==> config.mk <==
export PLATFORM = sky130hd
export DESIGN_NAME = debounce_array
export DESIGN_NICKNAME = d
export VERILOG_FILES = /design/src/rtl/debounce_pkg.sv /design/src/rtl/debounce_ch.sv /design/src/rtl/debounce_array.sv
export SDC_FILE = /design/constraint.sdc
export NUM_CORES = 1
export LEC_CHECK = 0
export CAP_MARGIN = 25
export CORE_MARGIN = 3
export CORE_UTILIZATION = 60
export CTS_BUF_LIST = sky130_fd_sc_hd__clkbuf_2
export CTS_CLUSTER_DIAMETER = 120
export DETAILED_ROUTE_END_ITERATION = 12
export PLACE_DENSITY_LB_ADDON = 0.12
export SLEW_MARGIN = 10
export SYNTH_ARGS = -nofsm -noshare
export SYNTH_HDL_FRONTEND = slang
export SYNTH_HIERARCHICAL = 1
export SYNTH_SLANG_ARGS = --single-unit
==> constraint.sdc <==
create_clock -name iCLK -period 7 [get_ports iCLK]
set_input_delay 1.4 -clock iCLK [delete_from_list [all_inputs] [get_ports iCLK]]
set_output_delay 1.4 -clock iCLK [all_outputs]
set_load 0.01 [all_outputs]
==> src/rtl/debounce_pkg.sv <==
// -----------------------------------------------------------------------------
// debounce_pkg
// Shared types and constants for the multi-channel debounce block.
//   db_state_t  : per-channel qualification state
//   GLITCH_W    : width of each per-channel glitch counter
//   GLITCH_MAX  : saturation value of a glitch counter
// -----------------------------------------------------------------------------
package debounce_pkg;

    typedef enum logic {
        DB_IDLE = 1'b0,
        DB_QUAL = 1'b1
    } db_state_t;

    localparam int                  GLITCH_W   = 8;
    localparam logic [GLITCH_W-1:0] GLITCH_MAX = 8'hFF;

endpackage

==> src/rtl/debounce_ch.sv <==
// -----------------------------------------------------------------------------
// debounce_ch
// One debounce channel: 2-flop synchroniser, IDLE/QUAL state machine,
// tick-driven hold counter and, optionally, a saturating glitch counter.
//
// Optional feature macro: DEBOUNCE_GLITCH_CNT_EN
//   When defined, the channel counts aborted qualifications and exposes
//   iGlitch_clr / oGlitch_cnt.
//
// Ports
//   iCLK, iRst_n     clock, asynchronous active-low reset
//   iTick            timebase strobe, one iCLK cycle wide
//   iAssert_time     ticks the input must hold 1 before oOut rises
//   iDeassert_time   ticks the input must hold 0 before oOut falls
//   iIn              raw asynchronous input
//   oOut             debounced level
//   oChg             one-cycle pulse in the cycle a new oOut first appears
//   oChg_next        combinational value oChg will take at the next edge
//   iGlitch_clr      synchronous clear of the glitch counter (macro only)
//   oGlitch_cnt      saturating abort counter (macro only)
// -----------------------------------------------------------------------------
module debounce_ch
    import debounce_pkg::*;
#(
    parameter int   CNT_W   = 16,
    parameter logic RST_VAL = 1'b0
) (
    input  logic             iCLK,
    input  logic             iRst_n,
    input  logic             iTick,
    input  logic [CNT_W-1:0] iAssert_time,
    input  logic [CNT_W-1:0] iDeassert_time,
    input  logic             iIn,
    output logic             oOut,
    output logic             oChg,
    output logic             oChg_next
`ifdef DEBOUNCE_GLITCH_CNT_EN
    ,
    input  logic                iGlitch_clr,
    output logic [GLITCH_W-1:0] oGlitch_cnt
`endif
);

    localparam logic [CNT_W:0] CNT_ONE = {{CNT_W{1'b0}}, 1'b1};

    logic             sync_a;
    logic             sync_b;
    db_state_t        state;
    db_state_t        state_nxt;
    logic [CNT_W-1:0] cnt;
    logic [CNT_W-1:0] cnt_nxt;
    logic [CNT_W-1:0] thr;
    logic [CNT_W:0]   cnt_plus;
    logic             reached;
    logic             out_nxt;
    logic             chg_nxt;

    // Synchroniser stages reset to the channel's reset level so that an input
    // already sitting at that level produces no activity after reset.
    always_ff @(posedge iCLK or negedge iRst_n) begin
        if (!iRst_n) begin
            sync_a <= RST_VAL;
            sync_b <= RST_VAL;
        end else begin
            sync_a <= iIn;
            sync_b <= sync_a;
        end
    end

    assign thr = oOut ? iDeassert_time : iAssert_time;

    // Compare count+1 >= thr in one extra bit rather than count >= thr-1:
    // it cannot underflow when the threshold is lowered to zero while a
    // qualification is already running, and it still terminates when the
    // threshold drops below the current count.
    assign cnt_plus = {1'b0, cnt} + CNT_ONE;
    assign reached  = (cnt_plus >= {1'b0, thr});

    always_comb begin
        state_nxt = state;
        cnt_nxt   = cnt;
        out_nxt   = oOut;
        chg_nxt   = 1'b0;
        case (state)
            DB_IDLE: begin
                cnt_nxt = '0;
                if (sync_b != oOut) begin
                    if (thr == '0) begin
                        out_nxt = ~oOut;
                        chg_nxt = 1'b1;
                    end else begin
                        // A tick in this entry cycle is deliberately not counted.
                        state_nxt = DB_QUAL;
                    end
                end
            end
            DB_QUAL: begin
                if (sync_b == oOut) begin
                    // Abort has priority over a coincident tick.
                    state_nxt = DB_IDLE;
                    cnt_nxt   = '0;
                end else if (iTick) begin
                    if (reached) begin
                        out_nxt   = ~oOut;
                        chg_nxt   = 1'b1;
                        state_nxt = DB_IDLE;
                        cnt_nxt   = '0;
                    end else begin
                        cnt_nxt = cnt_plus[CNT_W-1:0];
                    end
                end
            end
            default: begin
                state_nxt = DB_IDLE;
                cnt_nxt   = '0;
            end
        endcase
    end

    always_ff @(posedge iCLK or negedge iRst_n) begin
        if (!iRst_n) begin
            state <= DB_IDLE;
            cnt   <= '0;
            oOut  <= RST_VAL;
            oChg  <= 1'b0;
        end else begin
            state <= state_nxt;
            cnt   <= cnt_nxt;
            oOut  <= out_nxt;
            oChg  <= chg_nxt;
        end
    end

    assign oChg_next = chg_nxt;

`ifdef DEBOUNCE_GLITCH_CNT_EN
    logic                abort;
    logic [GLITCH_W-1:0] glitch;

    assign abort = (state == DB_QUAL) && (sync_b == oOut);

    // Clear beats a same-cycle increment; the count sticks at GLITCH_MAX.
    always_ff @(posedge iCLK or negedge iRst_n) begin
        if (!iRst_n) begin
            glitch <= '0;
        end else if (iGlitch_clr) begin
            glitch <= '0;
        end else if (abort && (glitch != GLITCH_MAX)) begin
            glitch <= glitch + GLITCH_W'(1);
        end
    end

    assign oGlitch_cnt = glitch;
`endif

endmodule

==> src/rtl/debounce_array.sv <==
// -----------------------------------------------------------------------------
// debounce_array
// Multi-channel debounce sharing one tick timebase and one pair of
// assert/de-assert hold times. Each channel is an independent debounce_ch.
//
// Optional feature macro: DEBOUNCE_GLITCH_CNT_EN
//   When defined, per-channel 8-bit glitch counters are kept and exposed on
//   oGlitch_cnt (channel n at [8n+7:8n]), cleared by iGlitch_clr.
//
// Parameters
//   CH       number of channels (1..32)
//   CNT_W    width of hold-time counters and threshold inputs
//   RST_VAL  per-channel debounced level loaded at reset
//
// Ports
//   iCLK, iRst_n     clock, asynchronous active-low reset
//   iTick            timebase strobe from a shared prescaler
//   iAssert_time     ticks an input must hold 1 before its output rises
//   iDeassert_time   ticks an input must hold 0 before its output falls
//   iIn              raw asynchronous inputs
//   oOut             debounced levels
//   oChg             per-channel one-cycle toggle pulse
//   oAny_chg         registered OR of the toggle pulses, aligned with oChg
//   iGlitch_clr      synchronous clear of all glitch counters (macro only)
//   oGlitch_cnt      flattened glitch counters (macro only)
// -----------------------------------------------------------------------------
module debounce_array
    import debounce_pkg::*;
#(
    parameter int            CH      = 8,
    parameter int            CNT_W   = 16,
    parameter logic [CH-1:0] RST_VAL = {CH{1'b0}}
) (
    input  logic             iCLK,
    input  logic             iRst_n,
    input  logic             iTick,
    input  logic [CNT_W-1:0] iAssert_time,
    input  logic [CNT_W-1:0] iDeassert_time,
    input  logic [CH-1:0]    iIn,
    output logic [CH-1:0]    oOut,
    output logic [CH-1:0]    oChg,
    output logic             oAny_chg
`ifdef DEBOUNCE_GLITCH_CNT_EN
    ,
    input  logic                   iGlitch_clr,
    output logic [GLITCH_W*CH-1:0] oGlitch_cnt
`endif
);

    logic [CH-1:0] chg_next;
    logic          any_q;

    for (genvar n = 0; n < CH; n++) begin : g_ch
        debounce_ch #(
            .CNT_W   (CNT_W),
            .RST_VAL (RST_VAL[n])
        ) u_ch (
            .iCLK           (iCLK),
            .iRst_n         (iRst_n),
            .iTick          (iTick),
            .iAssert_time   (iAssert_time),
            .iDeassert_time (iDeassert_time),
            .iIn            (iIn[n]),
            .oOut           (oOut[n]),
            .oChg           (oChg[n]),
            .oChg_next      (chg_next[n])
`ifdef DEBOUNCE_GLITCH_CNT_EN
            ,
            .iGlitch_clr    (iGlitch_clr),
            .oGlitch_cnt    (oGlitch_cnt[GLITCH_W*n +: GLITCH_W])
`endif
        );
    end

    // Registering the OR of the next-cycle pulses keeps oAny_chg a clean flop
    // output while landing on the same cycle as the individual oChg bits.
    always_ff @(posedge iCLK or negedge iRst_n) begin
        if (!iRst_n) begin
            any_q <= 1'b0;
        end else begin
            any_q <= |chg_next;
        end
    end

    assign oAny_chg = any_q;

endmodule

[After elaboration in Yosys (flattened, before gate mapping)]
Cells that the tools add are included.
Storage, ports and cells
  register bits after elaboration: 169
  output and inout bits: 17
Cells by class
  equal/unequal tests: 64
  magnitude comparators: 8
  multiplexer cells: 184
  bitwise gates (word level): 16
  reductions and logical operators: 17
  add/subtract/negate cells: 8
Operators by type and width (count)
  2-to-1 mux 16 bit: 32
  one-hot mux 16 bit (2 select lines): 8
  adder 16 x 1 -> 17 bit (second input constant): 8
  >= comparator 17 x 16 -> 1 bit: 8
  logical NOT 16 bit: 8
  2-to-1 mux 1 bit: 120
  != test 2 bit (second input constant): 24
  one-hot mux 1 bit (2 select lines): 24
  AND reduction 5 bit: 8
  != test 2 x 1 -> 1 bit (second input constant): 16
  != test 3 bit (second input constant): 8
  NOT 1 bit: 16
  equality test 1 bit: 8
  != test 1 bit: 8
  OR reduction 8 bit: 1

[Longest topological paths before layout]
Gate-level depths: netlist of run 1.
  depth in word-level cells: 7
  mapped depth: 17

[By module]
Netlist of run 1, hierarchy kept.
Modules (own cells, without submodules)
  debounce_ch (g_ch[0].u_ch ...): cells each 200, area an instance 1844.3 um2, times used 6
  debounce_ch (g_ch[7].u_ch): cells each 206, area an instance 1870.5 um2, times used 1
  debounce_ch (g_ch[3].u_ch): cells each 170, area an instance 1681.6 um2, times used 1
  debounce_array: cells each 4, area an instance 41.3 um2, times used 1

[Worst setup path before layout of run 1]
Ideal clock, no wire load.
  kind: reg-to-reg
  start: reg g_ch[7].u_ch.cnt[2]
  end: reg any_q, in the netlist oAny_chg
  cell stages (with the launch flop): 17
  library setup time: 0.129 ns
  slack: 3.455 ns
  data arrival time: 3.417 ns
  cells stage by stage: dfrtp_1 -> inv_2 -> or4_4 -> buf_6 -> or2_1 -> buf_6 -> nor2_4 -> xor2_1 -> ha_1 -> o21ai_0 -> o21bai_1 -> or4b_1 -> o22ai_2 -> a21oi_2 -> and2_1 -> nor4_1 -> nand2_1
Between the ends
  longest elaborated chain between the ends: 7
Ends and longest elaborated chain
  start, declared: line debounce_ch.sv:50  | logic [CNT_W-1:0] cnt;
  start signal, assigned: line debounce_ch.sv:128  | cnt <= cnt_nxt;
  adder 16 x 1 -> 17 bit: line debounce_ch.sv:76  | assign cnt_plus = {1'b0, cnt} + CNT_ONE;
  >= comparator 17 x 16 -> 1 bit: line debounce_ch.sv:77  | assign reached = (cnt_plus >= {1'b0, thr});
  2-to-1 mux 1 bit: line debounce_ch.sv:103  | if (reached) begin
  2-to-1 mux 1 bit: line debounce_ch.sv:102  | end else if (iTick) begin
  2-to-1 mux 1 bit: line debounce_ch.sv:98  | if (sync_b == oOut) begin
  one-hot mux 1 bit (2 select lines): line debounce_ch.sv:84  | case (state)
  net chg_next[7]: line debounce_array.sv:50  | logic [CH-1:0] chg_next;
  OR reduction 8 bit: line debounce_array.sv:81  | any_q <= |chg_next;
  end signal, assigned: line debounce_array.sv:81
  end, declared: line debounce_array.sv:51  | logic any_q;
The timed path passes the listed nets, and every way through them passes these cells.
A chain may end at the register's enable or synchronous reset.

[Worst setup path after layout of run 1]
  start: in iDeassert_time[15]
  end: reg any_q, in the netlist oAny_chg
Between the ends
  longest elaborated chain between the ends: 7
  elaborated cells on any way between the ends: 73
  those cells by class: order compare (8); mux (56); reduce/logical (9)
Ends and longest elaborated chain
  start, declared: line debounce_array.sv:38  | input logic [CNT_W-1:0] iDeassert_time,
  2-to-1 mux 16 bit *: line debounce_ch.sv:70  | assign thr = oOut ? iDeassert_time : iAssert_time;
  >= comparator 17 x 16 -> 1 bit: line debounce_ch.sv:77
  2-to-1 mux 1 bit: line debounce_ch.sv:103
  2-to-1 mux 1 bit: line debounce_ch.sv:102
  2-to-1 mux 1 bit: line debounce_ch.sv:98
  one-hot mux 1 bit (2 select lines) *: line debounce_ch.sv:84
  net chg_next[4]: line debounce_array.sv:50
  OR reduction 8 bit *: line debounce_array.sv:81
The timed path passes the listed nets; every way through them passes the cells marked *.

==> results of run 1 <==
==> per-stage QoR <==
stage | instance area (sq um) | worst slack, ns | instances | utilization
5_1_grt | 15710 | 2.285 | 1957 | 0.6614
4_1_cts | 15630 | 2.623 | 1952 | 0.6580
6_report | 15710 | 2.470 | 1957 | 0.6614
2_1_floorplan | 14660 | 3.455 | 1580 | -
3_3_place_gp | 15350 | 1.783 | 1918 | 0.6464
3_5_place_dp | 15380 | 1.802 | 1920 | 0.6475
==> cell type report <==
type / instances / area (sq um) / share of cell area
multi-input cells: 1331 / 9931 / 0.6321
flip-flops and latches: 169 / 4229 / 0.2692
repair buffers: 79 / 800.8 / 0.05097
diodes: 1 / 2.502 / 0.0001593
clock buffers: 18 / 90.09 / 0.005734
well taps: 319 / 399.1 / 0.02541
inverters: 26 / 97.59 / 0.006212
clock inverters: 14 / 160.2 / 0.01019
==> worst reg2reg max path: stages (launching register included) <==
cell and delay [ns]:
dfrtp_1 0.56, nand2_1 0.14, or4_4 0.47, or2_1 0.39, nor2_4 0.16, xor2_1 0.24
ha_1 0.29, o21ai_0 0.20, o21bai_1 0.11, or4b_1 0.53, o22ai_2 0.10, buf_4 0.28
a21oi_2 0.07, and2_1 0.20, nor4_1 0.50, nand2_1 0.10
==> worst max-delay path by stage <==
stage,startpoint,end,slack [ns],cells after the start
after floorplan,g_ch[7].u_ch/cnt[2],oAny_chg,3.45,16
after global placement,iDeassert_time[6],oAny_chg,1.78,12
after detailed placement,iDeassert_time[6],oAny_chg,1.80,12
after CTS,g_ch[7].u_ch/cnt[5],oAny_chg,2.62,15
after global routing,g_ch[7].u_ch/cnt[5],oAny_chg,2.28,15
final,iDeassert_time[15],oAny_chg,2.47,10
==> kinds of logic (layout without fill, tap and decap cells) <==
kind of cell,Yosys count,count (layout),share of synthesized area
buf+inv,80,137,0.03406
xor+xnor,96,96,0.05736
other cells,0,1,0
simple gates,665,665,0.2500
fa+ha+maj,136,136,0.1161
compound gates,297,297,0.1591
flops,169,169,0.2885
mux,137,137,0.09491
==> power breakdown <==
group	internal [mW]	leakage [nW]	switching, mW
registers	1.08	2.28	0.186
logic	0.812	4.70	1.19
clock network	0.176	0.146	0.392
total	2.06	7.13	1.77
==> placed cells by master, fill, tap and decap left out, types with 7 or more instances in the layout <==
cell type,synthesis,final
or2_0,18,18
xnor2_1,61,61
nand3_1,102,102
o41ai_2,8,8
a22o_1,32,32
nor2_1,66,66
dfrtp_1,169,169
o21ai_0,79,79
clkdlybuf4s50_1,0,58
nor3_1,24,24
buf_4,12,15
or4_4,8,8
nand4_1,55,55
clkbuf_2,0,18
ha_1,136,136
o31a_1,13,13
mux2i_1,121,121
inv_1,25,25
nor4_1,27,27
and3_1,7,7
nand2_1,229,229
a31oi_1,9,9
a211oi_1,20,20
or4_1,16,16
xor2_1,35,35
o2bb2ai_1,12,12
o211ai_2,7,7
and2_1,9,9
a2111o_1,24,24
o21a_1,7,7
mux2_2,14,14
o22ai_1,8,8
nor3_4,13,13
nand2b_1,16,16
and4_1,9,9
a21oi_1,27,27
==> routing by layer <==
metal,part of all wire,GRT usage,wire (microns),up-vias
met5,0,0,0,-
met4,0.025,0.09926,1061,0
met3,0.078,0.06070,3261,100
met2,0.46,0.4970,19220,535
met1,0.43,0.4329,18120,6169
li1,-,-,-,6090
==> sequential cells by signal (all words and copies together) (netlist names) <==
signal	count
g_ch.u_ch/state	8
oAny_chg	1
g_ch.u_ch/sync_b	8
g_ch.u_ch/cnt	128
g_ch.u_ch/oOut	8
g_ch.u_ch/oChg	8
g_ch.u_ch/sync_a	8
==> flow_summary.ini, run 1 <==
[setup_path]
r2r_start = g_ch[7].u_ch/cnt[5]
crit_slowest_cell = clkdlybuf4s50_1
start_kind = primary input
crit_family = simple AND/OR/NAND/NOR gates
cp_cell_sequence = clkdlybuf4s50_1 > mux2i_1 > ha_1 > a211oi_1 > nor3b_1 > o211ai_2 > o21a_1 > and2_1 > nor4_1 > nand2_1
crit_type = primary input to flip-flop
worst-r2r-cell-count = 15
critPathMaxFanout = 16
timing.rr.end = oAny_chg
required_ns = 7.67
cp.buffers_inverters = 1
reg2reg_slack_ns = 2.55
critPathMaxStageDelay_ns = 1.04
cp-end-kind = flip-flop
crit_arrival_ns = 5.20

[final_layout]
layout-drive-gt1-share = 0.09835
fillers = 1928
area_delta_synth_final_pct = 7.170
final_nets = 1803

[min_path]
whs_path_depth = 0
hp-class = flip-flop to flip-flop
min_to = g_ch[7].u_ch/sync_b
hp-start = g_ch[7].u_ch/sync_a

[clock_network]
clock-root-buffer = clkbuf_2
post_cts_resize_count = 0
clk_latency_ns = 0.81
cts_max_level = 4
cts_buffer_depth = 2
ctsHoldBuffers = 0
clock_sinks = 169
cts_buffers = 17
cts_tree = yes
clk_pin_slew_ns = 0.25
cts_setup_buffers = 0

[logic_synthesis]
synth_flop_cell = dfrtp_1
synth_top_area_frac = 0.2885
netlist_top_cells_count = 229 x nand2_1, 169 x dfrtp_1, 136 x ha_1
synth-edff-count = 0
synthCells = 1580
synth.largest_area_cell = dfrtp_1
synthTopCellsByArea = dfrtp_1 29%, ha_1 12%, mux2i_1 8.3%, nand2_1 5.9%, xnor2_1 3.6%
yosysMostFrequentCell = nand2_1
netlist_area_sq_mm = 0.01466
yosysWarnings = 6
synthDistinctLibCells = 78
yosysSeqAreaShare = 0.2885
avgSynthCellArea_sq_um = 9.278
syn_nets = 1759
async_reset_ff_frac = 1.000
yosys_register_bits = 169

[sta]
finalCriticalPeriod_ns = 4.530
slew_headroom = 0.2821
hold_viol_final = 0
rsz0062_at_grt = no
setup_viol = 0
finalSetupTns_ns = 0
skew_ns = 0.06714
hold_ws_ns = 0.3839
tightest_slew_ns = 1.077
period_share = 0.6471
fmax_ghz = 0.2207
slew_viol_final = 0

[die]
core_area_sq_mm = 0.02375
pin_count = 60
fp.dieW_microns = 162.3
fp.dieH_microns = 162.3
initial_utilization = 0.6172
rows = 56
dieArea_sq_mm = 0.02634

[power_and_ir_drop]
total_power_mw = 3.836
power_leakage_nw = 7.128
vdd_ir_drop_max_uv = 146.9
power_density_mw_per_mm2 = 244.2

[grt]
track_usage = 0.3129
grt_pass1_wl_microns = 65650
grt_pass1_vias = 12310
grt_max_degree = 96
antenna_found_initial = 1
grt-ovfl-total = 0

[drt]
dr.pass1.iters = 5
num_vias = 12890
via_per_inst = 6.589
drt-total-wl_microns = 41670
ant_nets = 0
routedWlPerCell_microns = 21.29
drc = 0
drtIter0Drc = 1195

[flow_run]
max_cap_violations = 0

[placement]
io_buffers = 59
gp_congestion = 0.9433
place_hpwl_microns = 29040

[status]
outcome = completed
Note: power is estimated with default switching activity, not from simulation.
==> run 2, diff against run 1 <==
- CORE_UTILIZATION: 60 -> 58
- clock period: 7 -> 3.63 ns (I/O delays scaled with it)
==> run 2 against run 1 <==
Worst hold slack got worse by 0.080 ns. Clock power increased by 80%. Register-to-register slack got worse by 2.5 ns. Sequential share of layout area decreased by 1.9 points. Sequential cell count unchanged. First-iteration DRC count increased by 0.42%. Final cell count increased by 6.1%. Non-clock buffer count increased by 115. Power increased by 100%.
==> flow_summary.ini, run 2 (synthesis results as in run 1) <==
[clock_network]
cts_max_level = 4
clock-root-buffer = clkbuf_2
clock_sinks = 169
cts_buffer_depth = 2
cts_buffers = 17
cts_tree = yes
clk_latency_ns = 0.80
clk_pin_slew_ns = 0.31

[drt]
drtIter0Drc = 1200
routedWlPerCell_microns = 21.09
via_per_inst = 6.504
drc = 0
drt-total-wl_microns = 43800
num_vias = 13510
dr.pass1.iters = 6
ant_nets = 0

[setup_path]
timing.rr.end = oAny_chg
crit_end = oAny_chg
crit_type = flip-flop to flip-flop
start_kind = flip-flop
crit_arrival_ns = 4.31
cp_cell_sequence = and4_1 > and3_1 > nand3_1 > or2_0 > nand2_1 > ha_1 > a211oi_1 > nor3b_2 > o211ai_2 > o21a_1 > and2_1 > nor4_2 > buf_4 > nand2_1
critPathMaxFanout = 4
critPathMaxStageDelay_ns = 0.51
required_ns = 4.35
cp-end-kind = flip-flop
critical_path_depth = 14
reg2reg_slack_ns = 0.04
cp.buffers_inverters = 1
startpoint = g_ch[1].u_ch/cnt[10]
r2r_start = g_ch[1].u_ch/cnt[10]
crit_slowest_cell = dfrtp_1
crit_family = simple AND/OR/NAND/NOR gates
cpMostUsedCell = nand2_1
worst-r2r-cell-count = 14

[final_layout]
largest_reg_flops = 128
layout-drive-gt1-share = 0.1741
regMostFlops = g_ch.u_ch/cnt
layout_common_cells = 228 x nand2_1, 162 x dfrtp_1, 134 x ha_1
final_nets = 1918
area_delta_synth_final_pct = 15.34
stdcell_count = 2077
layout_commonest_cell = nand2_1

[sta]
slew_headroom = 0.4182
hold_ws_ns = 0.3037
tightest_slew_ns = 0.8727
hold_viol_final = 0
setup_viol = 0
skew_ns = 0.03805
setup_slack_ns = 0.04010
fmax_ghz = 0.2786
period_share = 0.9890
finalCriticalPeriod_ns = 3.590
slew_viol_final = 0
rsz0062_at_grt = yes

[power_and_ir_drop]
vdd_ir_drop_max_uv = 340.5
power_density_mw_per_mm2 = 462.0
power_leakage_nw = 7.850
total_power_mw = 7.812

[grt]
grt_pass1_wl_microns = 69830
grt_pass1_vias = 12950
grt-ovfl-total = 0
grt_max_degree = 89
antenna_found_initial = 1
track_usage = 0.3260

[die]
fp.dieH_microns = 165.0
rows = 57
core_area_sq_mm = 0.02460
initial_utilization = 0.5958
fp.dieW_microns = 165.0
dieArea_sq_mm = 0.02722
pin_count = 60

[placement]
io_buffers = 59
place_inst = 2033
place_ws_ns = -0.1239
place_hpwl_microns = 31520
gp_congestion = 0.9373

[min_path]
hp-class = primary input to flip-flop

[status]
outcome = completed

[flow_run]
max_cap_violations = 0
-- run 2: power breakdown --
| group | leakage, nW | total (mW) | switching (mW) | internal (mW) |
|---|---|---|---|---|
| Sequential | 2.27 | 2.53 | 0.447 | 2.08 |
| Combinational | 5.45 | 4.27 | 2.37 | 1.89 |
| Clock | 0.134 | 1.02 | 0.803 | 0.214 |
-- run 2: worst register-to-register path, cell delays in order, from the launching register on --
cell and delay, ns:
dfrtp_1 0.51, and4_1 0.28, and3_1 0.22, nand3_1 0.11, or2_0 0.24, nand2_1 0.12, ha_1 0.27, a211oi_1 0.44
nor3b_2 0.29, o211ai_2 0.10, o21a_1 0.19, and2_1 0.19, nor4_2 0.36, buf_4 0.17, nand2_1 0.04
-- run 2: per-stage QoR --
stage	cell area [sq um]	utilization	setup TNS [ns]
floorplan	14660	-	0
global placement	16440	0.6680	-0.05299
detailed placement	16440	0.6680	-0.1239
CTS	16700	0.6787	0
global route	16910	0.6872	-0.1896
finish	16910	0.6872	0
-- run 2: layout make-up --
class                      count  area [sq um]
clock inverter                15         137.6
multi-input combinational   1331         10070
inverter                      26         97.59
clock buffer                  17         85.08
timing repair buffer         194          1869
sequential                   169          4238
fill                        1975          7697
tap                          324         405.4
antenna                        1         2.502
-- run 2: layer usage --
metal,share of wire,track usage,up-vias
li1,-,-,6299
met1,0.42,0.4449,6479
met2,0.46,0.5205,627
met3,0.090,0.06722,104
met4,0.029,0.1003,0
met5,0,0,-
-- run 2: worst min-delay path by stage --
stage	to	start	depth (start not counted)
6_report	g_ch[4].u_ch/sync_a	iIn[4]	1
4_1_cts	g_ch[4].u_ch/sync_a	iIn[4]	1
5_1_grt	g_ch[4].u_ch/sync_a	iIn[4]	1
2_1_floorplan	g_ch[0].u_ch/sync_b	g_ch[0].u_ch/sync_a	0
3_3_place_gp	g_ch[3].u_ch/sync_b	g_ch[3].u_ch/sync_a	0
3_5_place_dp	g_ch[3].u_ch/sync_b	g_ch[3].u_ch/sync_a	0
-- run 2: repair_timing --
| item | 4_1_cts | 5_1_grt |
|---|---|---|
| endpoints found under the hold margin | 48 | 0 |
| hold buffers | 1 | 0 |
| resized for setup | 3 | 34 |
| endpoints found under the setup margin | 2 | 26 |
| buffers inserted | 2 | 7 |
| pin swaps | 0 | 14 |
==> run 3, diff against run 2 <==
- CORE_UTILIZATION: 58 -> 30
==> run 3 against run 2 <==
Global-route usage shrank 12 points. Worst setup slack improved by 0.13 ns. Largest cell class unchanged. Sequential cell count is the same. Die area rose by 89%. Sequential power down 2%.
==> flow_summary.ini, run 3 (synthesis results as in run 1) <==
[clock_network]
cts_buffer_depth = 2
cts_tree = yes
clock_sinks = 169
clk_pin_slew_ns = 0.32
clk_latency_ns = 1.02
cts_max_level = 4
cts_buffers = 17
clock-root-buffer = clkbuf_2

[grt]
grt_use_met2 = 0.3241
grt_max_degree = 75
grt_pass1_wl_microns = 78590
grtUsageMet3 = 0.04101
grt_pass1_vias = 13280
track_usage = 0.2020
antenna_found_initial = 2
grt.busiest_layer = met2
grt-ovfl-total = 0
grt_util_met1 = 0.2708

[setup_path]
cp-end-kind = flip-flop
crit_slowest_cell = or4b_1
crit_family = simple AND/OR/NAND/NOR gates
critPathMaxStageDelay_ns = 0.54
required_ns = 4.62
cpMostUsedCell = buf_6
startpoint = g_ch[7].u_ch/cnt[0]
crit_type = flip-flop to flip-flop
cp.buffers_inverters = 3
cp_cell_sequence = nand3_2 > or4_4 > or2_4 > nor2_4 > xor2_2 > ha_1 > o21ai_1 > o21bai_1 > or4b_1 > o22ai_2 > buf_6 > buf_12 > nand2_2 > buf_6 > o211ai_1
crit_arrival_ns = 4.45
r2r_start = g_ch[7].u_ch/cnt[0]
start_kind = flip-flop
critPathMaxFanout = 7

[die]
core_area_sq_mm = 0.04805
fp.dieH_microns = 227.1
dieArea_sq_mm = 0.05155
rows = 80
fp.dieW_microns = 227.1
initial_utilization = 0.3051
pin_count = 60

[sta]
period_share = 0.9526
fmax_ghz = 0.2892
slew_viol_final = 0
hold_viol_final = 0
finalCriticalPeriod_ns = 3.458
rsz0062_at_grt = yes
setup_viol = 0
setup_slack_ns = 0.1720
hold_ws_ns = 0.2404
slew_headroom = 0.4302
skew_ns = 0.05560
tightest_slew_ns = 0.8309

[power_and_ir_drop]
power_leakage_nw = 8.072
vdd_ir_drop_max_uv = 210.8
power_density_mw_per_mm2 = 458.2
p_clk_frac = 0.131
seq_power_share = 0.305
power.internal_mw = 4.405
combPwrFrac = 0.564
p_sw_frac = 0.4575
p_switching_mw = 3.715

[placement]
place_hpwl_microns = 36290
place_ws_ns = -0.1497
io_buffers = 59
gp_congestion = 0.8398

[final_layout]
regMostFlops = g_ch.u_ch/cnt
largest_reg_flops = 128
final_nets = 1961
layout_commonest_cell = nand2_1
area_delta_synth_final_pct = 20.89
layout-drive-gt1-share = 0.1844
layout_common_cells = 228 x nand2_1, 163 x dfrtp_1, 136 x ha_1

[drt]
routedWlPerCell_microns = 21.07
via_per_inst = 5.444
ant_nets = 0
drc = 0
drtIter0Drc = 808
dr.pass1.iters = 7
num_vias = 13130
drt-total-wl_microns = 50820

[status]
outcome = completed

[flow_run]
max_cap_violations = 0

[min_path]
hp-class = primary input to asynchronous set/reset pin
-- run 3: cell count changes in the layout (fill, tap and decap cells not counted), moves of 4 or more --
| cell | before | now |
|---|---|---|
| buf_12 | 20 | 31 |
| buf_4 | 111 | 133 |
| dlygate4sd3_1 | 1 | 9 |
| inv_8 | 4 | 0 |
-- run 3: layout make-up --
type                       instances  area (sq um)
timing repair buffer             237          2374
clock buffer                      19         95.09
multi-input combinational       1331         10020
inverter                          26         97.59
sequential                       169          4237
antenna                            2         5.005
fill                            4905         30320
clock inverter                    13         120.1
tap                              615         769.5
-- run 3: per-stage QoR --
step	area (sq um)	std cells	TNS, ns	total power, mW	util
after floorplan	14660	1580	0	5.230	-
after global placement	17150	2357	-0.8541	6.876	0.3570
after detailed placement	17170	2359	-0.6512	6.904	0.3574
after CTS	17510	2401	0	8.081	0.3645
after global routing	17720	2412	-0.01003	8.755	0.3689
final	17720	2412	0	8.120	0.3689
-- run 3: layer usage --
metal	wire [microns]	vias up	part of all wire
met5	26	-	0.00051
met4	1282	2	0.025
met3	2502	79	0.049
met2	23000	297	0.45
met1	24010	6375	0.47
li1	-	6378	-
-- run 3: power groups by stage --
stage	Combinational, mW	Sequential [mW]	Clock [mW]
after global placement	4.37	2.50	0
after CTS	4.45	2.47	1.16
final	4.58	2.48	1.06
after floorplan	2.93	2.30	0
after detailed placement	4.40	2.50	0
after global routing	5.02	2.51	1.22
-- run 3: what timing repair did --
action,4_1_cts,5_1_grt
gates cloned,0,1
resized for setup,5,26
setup buffers,0,9
pin swaps,2,15
hold endpoints to repair,177,0
hold buffers,10,0
setup endpoints to repair,7,25
-- run 3: final timing paths --
check	to	slack (ns)	cells past startpoint
worst max-delay path	g_ch[7].u_ch/cnt[7]	0.17	15
worst min-delay path	g_ch[3].u_ch/sync_a	0.24	3
worst max register to register	g_ch[7].u_ch/cnt[7]	0.17	15
worst min register to register	g_ch[4].u_ch/sync_b	0.39	0
max in group asynchronous	g_ch[6].u_ch/cnt[0]	2.87	3
min in group iCLK	g_ch[4].u_ch/sync_b	0.39	0
-- run 3: tightest hold or removal path: stages --
cell           delay [ns]
dlygate4sd3_1        0.54
clkbuf_8             0.19
buf_12               0.22
